--- src/rtl/x7seg_scan_multi_if.sv ---
// ============================================================================
// Module   : x7seg_scan_multi_if
// Purpose  : Producer-to-scanner update bus for x7seg_scan_multi.
// Revision : 1.0
// ============================================================================
`default_nettype none

interface x7seg_scan_multi_if #(
  parameter int NUM_DIGITS = 8
);
  logic [4*NUM_DIGITS-1:0] digit_data;
  logic [NUM_DIGITS-1:0]   digit_en;
  logic                    lz_en;
  logic                    upd_valid;
  logic                    upd_ready;

  modport master (
    output digit_data,
    output digit_en,
    output lz_en,
    output upd_valid,
    input  upd_ready
  );

  modport slave (
    input  digit_data,
    input  digit_en,
    input  lz_en,
    input  upd_valid,
    output upd_ready
  );
endinterface

`default_nettype wire

--- src/rtl/x7seg_scan_multi.sv ---
// ============================================================================
// Module   : x7seg_scan_multi
// Purpose  : Multiplexed 7-segment scan with shadowed, frame-boundary update.
//            Define X7SEG_DEADTIME_EN for an all-off window at each slot start.
// Revision : 1.0
// ============================================================================
`default_nettype none

module x7seg_scan_multi #(
  parameter int NUM_DIGITS  = 8,
  parameter int SCAN_DIV    = 100_000,
  parameter int DEAD_CYCLES = 16
) (
  input  logic                  sys_clk,
  input  logic                  sys_rst_n,
  x7seg_scan_multi_if.slave     upd,
  output logic [3:0]            x7seg_data,
  output logic [NUM_DIGITS-1:0] an,
  output logic                  frame_done
);

  localparam int c_CNT_W = $clog2(SCAN_DIV);
  localparam int c_IDX_W = (NUM_DIGITS > 1) ? $clog2(NUM_DIGITS) : 1;
  localparam logic [c_CNT_W-1:0] c_CNT_LAST = c_CNT_W'(SCAN_DIV - 1);
  localparam logic [c_IDX_W-1:0] c_IDX_LAST = c_IDX_W'(NUM_DIGITS - 1);

  if (NUM_DIGITS < 2 || SCAN_DIV < 4 || DEAD_CYCLES >= SCAN_DIV) begin : g_bad_params
    $error("x7seg_scan_multi: illegal parameter combination");
  end

  logic [c_CNT_W-1:0]          r_cnt;
  logic [c_IDX_W-1:0]          r_idx;
  logic [NUM_DIGITS-1:0][3:0]  r_sh_data;
  logic [NUM_DIGITS-1:0]       r_sh_en;
  logic                        r_sh_lz;

  logic                        w_tick;
  logic                        w_boundary;
  logic                        w_xfer;
  logic                        w_dead;
  logic [NUM_DIGITS-1:0]       w_blank;
  logic [NUM_DIGITS-1:0]       w_sel;

  assign w_tick        = (r_cnt == c_CNT_LAST);
  assign w_boundary    = w_tick && (r_idx == c_IDX_LAST);
  assign w_xfer        = w_boundary && upd.upd_valid;
  assign upd.upd_ready = w_boundary;

  always_ff @(posedge sys_clk or negedge sys_rst_n) begin
    if (!sys_rst_n) begin
      r_cnt     <= '0;
      r_idx     <= '0;
      r_sh_data <= '0;
      r_sh_en   <= '0;
      r_sh_lz   <= 1'b0;
    end else begin
      if (w_tick) begin
        r_cnt <= '0;
        r_idx <= (r_idx == c_IDX_LAST) ? '0 : r_idx + 1'b1;
      end else begin
        r_cnt <= r_cnt + 1'b1;
      end
      // Shadow loads only at the wrap, so a frame never mixes old and new data.
      if (w_xfer) begin
        r_sh_data <= upd.digit_data;
        r_sh_en   <= upd.digit_en;
        r_sh_lz   <= upd.lz_en;
      end
    end
  end

  // Walk from the most significant digit down, tracking whether any enabled
  // non-zero digit has been seen yet; until then, suppression blanks digits.
  always_comb begin
    logic v_live_above;
    v_live_above = 1'b0;
    w_blank      = '0;
    for (int i = NUM_DIGITS - 1; i >= 0; i--) begin
      v_live_above = v_live_above || (r_sh_en[i] && (r_sh_data[i] != 4'h0));
      w_blank[i]   = !r_sh_en[i] || (r_sh_lz && (i != 0) && !v_live_above);
    end
  end

  always_comb begin
    w_sel        = '0;
    w_sel[r_idx] = 1'b1;
  end

`ifdef X7SEG_DEADTIME_EN
  assign w_dead = (r_cnt < c_CNT_W'(DEAD_CYCLES));
`else
  assign w_dead = 1'b0;
`endif

  always_ff @(posedge sys_clk or negedge sys_rst_n) begin
    if (!sys_rst_n) begin
      an         <= '1;
      x7seg_data <= 4'h0;
      frame_done <= 1'b0;
    end else begin
      frame_done <= w_boundary;
      if (w_blank[r_idx]) begin
        an         <= '1;
        x7seg_data <= 4'h0;
      end else begin
        // Data is already valid during the dead window; only the anode waits.
        an         <= w_dead ? '1 : ~w_sel;
        x7seg_data <= r_sh_data[r_idx];
      end
    end
  end

endmodule

`default_nettype wire

--- src/flat_wrapper.sv ---
// flat-port wrapper written by rule: the top's interface ports become plain ports
module x7seg_scan_multi_flat 
#(
  parameter int NUM_DIGITS  = 8,
  parameter int SCAN_DIV    = 100_000,
  parameter int DEAD_CYCLES = 16
)
  (sys_clk, sys_rst_n, x7seg_data, an, frame_done, upd_digit_data, upd_digit_en, upd_lz_en, upd_upd_valid, upd_upd_ready);
  x7seg_scan_multi_if #(.NUM_DIGITS(NUM_DIGITS)) upd_i ();
  input  logic sys_clk;
  input  logic sys_rst_n;
  output logic [3:0] x7seg_data;
  output logic [NUM_DIGITS-1:0] an;
  output logic frame_done;
  input wire logic [$bits(upd_i.digit_data)-1:0] upd_digit_data;
  input wire logic [$bits(upd_i.digit_en)-1:0] upd_digit_en;
  input wire logic [$bits(upd_i.lz_en)-1:0] upd_lz_en;
  input wire logic [$bits(upd_i.upd_valid)-1:0] upd_upd_valid;
  output wire logic [$bits(upd_i.upd_ready)-1:0] upd_upd_ready;
  assign upd_i.digit_data = upd_digit_data;
  assign upd_i.digit_en = upd_digit_en;
  assign upd_i.lz_en = upd_lz_en;
  assign upd_i.upd_valid = upd_upd_valid;
  assign upd_upd_ready = upd_i.upd_ready;
  x7seg_scan_multi #(.NUM_DIGITS(NUM_DIGITS), .SCAN_DIV(SCAN_DIV), .DEAD_CYCLES(DEAD_CYCLES)) u_core (.sys_clk(sys_clk), .sys_rst_n(sys_rst_n), .upd(upd_i), .x7seg_data(x7seg_data), .an(an), .frame_done(frame_done));
endmodule
--- config.mk ---
export PLATFORM = sky130hd
export DESIGN_NAME = x7seg_scan_multi_flat
export DESIGN_NICKNAME = d
export VERILOG_FILES = /design/src/rtl/x7seg_scan_multi_if.sv /design/src/rtl/x7seg_scan_multi.sv /design/src/flat_wrapper.sv
export SDC_FILE = /design/constraint.sdc
export NUM_CORES = 1
export LEC_CHECK = 0
export ABC_AREA = 1
export BUFFER_PORTS_ARGS = -buffer_cell sky130_fd_sc_hd__buf_2
export CAP_MARGIN = 25
export CELL_PAD_IN_SITES_DETAIL_PLACEMENT = 2
export CELL_PAD_IN_SITES_GLOBAL_PLACEMENT = 2
export CORE_MARGIN = 2
export CORE_UTILIZATION = 33
export DETAILED_ROUTE_END_ITERATION = 7
export PLACE_DENSITY_LB_ADDON = 0.1
export SKIP_LAST_GASP = 1
export SLEW_MARGIN = 20
export SYNTH_ARGS = -nofsm -noshare
export SYNTH_HDL_FRONTEND = slang
export SYNTH_SLANG_ARGS = --single-unit
--- constraint.sdc ---
create_clock -name sys_clk -period 2.3 [get_ports sys_clk]
set_clock_uncertainty 0.15 [all_clocks]
set_input_delay 0.115 -clock sys_clk [delete_from_list [all_inputs] [get_ports sys_clk]]
set_output_delay 0.115 -clock sys_clk [all_outputs]
set_load 0.01 [all_outputs]
==> results.md <==
* Slew @ Worst Pin at 428 ps
* Synthesized Nets at 502
* CTS Buf Count at 9
* Fill cells at 1248
* Sink Count at 74
* Endpoints failing setup at 0
* WL/cell at 17.8 µm
* Clock slew at reported path FFs at 80 ps
* Layout cell share with drive strength beyond 1 at 0.189
* Vias in the first global route at 3788
* Setup CP Type: register to register
* HP Class: primary input to asynchronous set/reset pin
* Setup TNS at 0 ps
* Largest net degree at the start of global routing at 75
* Synth Cell Area at 3600 µm²
* Synth Warn # at 0
* Remaining Overflow, GRT at 0
* Crit path launch: u_core.r_cnt[0]
* Max clock buf depth at 2
* M3 GR Usage at 0.0374
* Multi-input gate area at 1250 µm²
* First-pass GRT wire length at 19800 µm
* Nets at 620
* Final Cycle Share at 0.967
* Core outline area at 10700 µm²
* Flop-to-flop setup slack at 80 ps
* Worst path required time at 2400 ps
* M2 GR Usage at 0.404
* Top cells by area, synth: dfrtp_1 46%, inv_1 12%, nor2_1 7.9%, a21oi_1 7.5%, dfstp_2 5.8%
* Pre-CTS WS at 143 ps
* Fin. Hold Viols at 0
* Gr busiest metal: met2
* Routed vias/inst at 4.85
* Final GP Congestion at 0.792
* Commonest non-fill, non-tap cell in the layout: inv_1
* Antenna violation net count after detailed routing at 0
* Tot Pwr at 2.70 mW
* Leak Pwr at 2.57 nW
* Die Area at 11800 µm²
* Area post-placement at 4110 µm²
* Initial Utilization at 0.335
* Seq/Total Area, Yosys at 0.517
* CP startpoint kind: register
* DR iter-0 viols at 83
* Slowest cell delay on critical path at 370 ps
* Worst setup path endpoint: u_core.r_sh_data[17]
* FF-to-FF path depth at 12
* Status: complete, no violations
* FF+latch count, synth at 74
* Total global-route track usage at 0.226
* Row Count at 38
* Max-slew violations at 0
* Htree depth at 3
* Crit Path Max Fanout at 25
* Worst Setup End Kind: register
* Pwr dens at 557 nW/µm²
* CTS tree: built
* Met1 Use GR at 0.275
* Max cap viols at 0
* Gate Count Post-Synth at 455
* Most Frequent Cell on Critical Path: nand2_1
* Reg area at 1860 µm²
* DR vias at 3485
* Total Wirelength at 12800 µm
* Area share of the largest cell type after synthesis at 0.458
* Distinct cell type count after synthesis at 28
* FF-to-FF End: u_core.r_sh_data[17]
* Final instance area at 4850 µm²
* FMAX at 0.450 GHz
* Most frequent cells in the layout: 118 x inv_1, 75 x nor2_1, 66 x dfrtp_1, 56 x buf_2, 54 x a21oi_1
* Slowest-stage cell, CP: dfrtp_1
* CP cell instances: ha_1 -> nand2_1 -> inv_2 -> nand2_1 -> nor2_4 -> nand4_2 -> nor3_4 -> buf_4 -> buf_12 -> nor2_1 -> a21oi_1 -> inv_1
* PortBufs at 57
* CTS root buf: clkbuf_8
* Peak VDD IR at 0.000229 V
* Worst R2R Start: u_core.r_cnt[0]
* WP data arrival at 2320 ps
* Worst setup margin at 75.8 ps
* HPWL reported at the end of detailed placement at 8300 µm
* I/O pins at 58
* Initial antenna violation count at 0
* Antenna cells at 0
* Die Span Y at 108 µm
* First-pass DRT Iterations at 4
* Minimum clock period at 2220 ps
* Remaining DRCs at 0
* Area Overhead vs Synth at 34.6%
* Chip width at 108 µm
* Post-Syn Area per Cell at 7.92 µm²
* Largest area contributor in the netlist: dfrtp_1
* Clk_lat worst skew at 360 ps
* Slew headroom at 0.715
-- worst max-delay path: cells and delay by family (launching register included) --
kind                     cells  cell delay, ps
buffers and inverters        4             490
AND/OR/NAND/NOR              6             720
flip-flops                   1             370
AO/OA/AOI/OAI                1             180
adder cells (fa/ha/maj)      1             190
-- per-layer routing --
layer,wire [µm],share of wire
met1,5480,0.43
met2,6810,0.53
met3,282,0.022
met4,221,0.017
met5,0,0
-- per-stage QoR --
step / std cells / util / hold WS (ps)
2_1_floorplan: 455 / - / -331
5_1_grt: 718 / 0.451 / 27.2
3_5_place_dp: 651 / 0.382 / 172
6_report: 718 / 0.451 / 22.1
3_3_place_gp: 651 / 0.382 / 162
4_1_cts: 709 / 0.439 / 252
-- area by class of cell --
class	instances	share of cell area
flip-flops and latches	74	0.384
inverters	122	0.0944
multi-input cells	250	0.257
repair buffers	116	0.189
clock inverters	2	0.00206
well taps	140	0.0361
clock buffers	14	0.0377
-- power breakdown --
| group | switching (mW) | total [mW] | internal (mW) |
|---|---|---|---|
| clock network | 0.516 | 1.02 | 0.508 |
| logic | 0.149 | 0.282 | 0.134 |
| registers | 0.0397 | 1.39 | 1.35 |
-- how the worst min path moves through the flow --
stage	from	to	slack, ps	cells after the start
final	sys_rst_n	u_core.r_sh_data[23]	20	2
after global routing	sys_rst_n	u_core.r_sh_en[5]	30	2
after CTS	upd_upd_valid	u_core.r_sh_data[29]	250	7
after detailed placement	upd_digit_data[2]	u_core.r_sh_data[2]	170	3
after global placement	upd_digit_data[11]	u_core.r_sh_data[11]	160	3
after floorplan	sys_rst_n	u_core.frame_done	-330	0
-- cell families after synthesis --
logic type / count (synthesis) / share of synthesized area
flops: 74 / 0.517
fa+ha+maj: 3 / 0.0104
simple gates: 162 / 0.199
compound gates: 81 / 0.125
buf+inv: 131 / 0.139
xor+xnor: 4 / 0.00973
-- cells in the mapped netlist --
cell and count:
a21oi_1 54, a21oi_2 1, a221oi_1 4, and2_1 1, buf_2 8, clkbuf_1 1, dfrtp_1 66, dfstp_2 8
ha_1 3, inv_1 118, inv_2 4, nand2_1 45, nand3_1 13, nand4_1 13, nand4_2 1, nor2_1 76
nor2_2 1, nor3_1 5, nor3_4 1, nor4_1 4, nor4_2 2, o2111ai_1 2, o21a_1 1, o21ai_0 11
o221a_2 1, o22ai_1 7, xnor2_1 3, xor2_1 1
-- flip-flops by register name, summed over array words and instances, names as in the netlist --
| signal | cells |
|---|---|
| u_core.frame_done | 1 |
| u_core.x7seg_data | 4 |
| u_core.r_sh_lz | 1 |
| u_core.an | 8 |
| u_core.r_sh_en | 8 |
| u_core.r_idx | 3 |
| u_core.r_cnt | 17 |
| u_core.r_sh_data | 32 |
-- timing repair --
action	CTS	global route
setup endpoints to repair	0	30
hold endpoints to repair	107	0
setup buffers	0	6
gates resized for setup	0	2
hold buffers	42	0
Note: power is estimated with default switching activity, not from simulation.
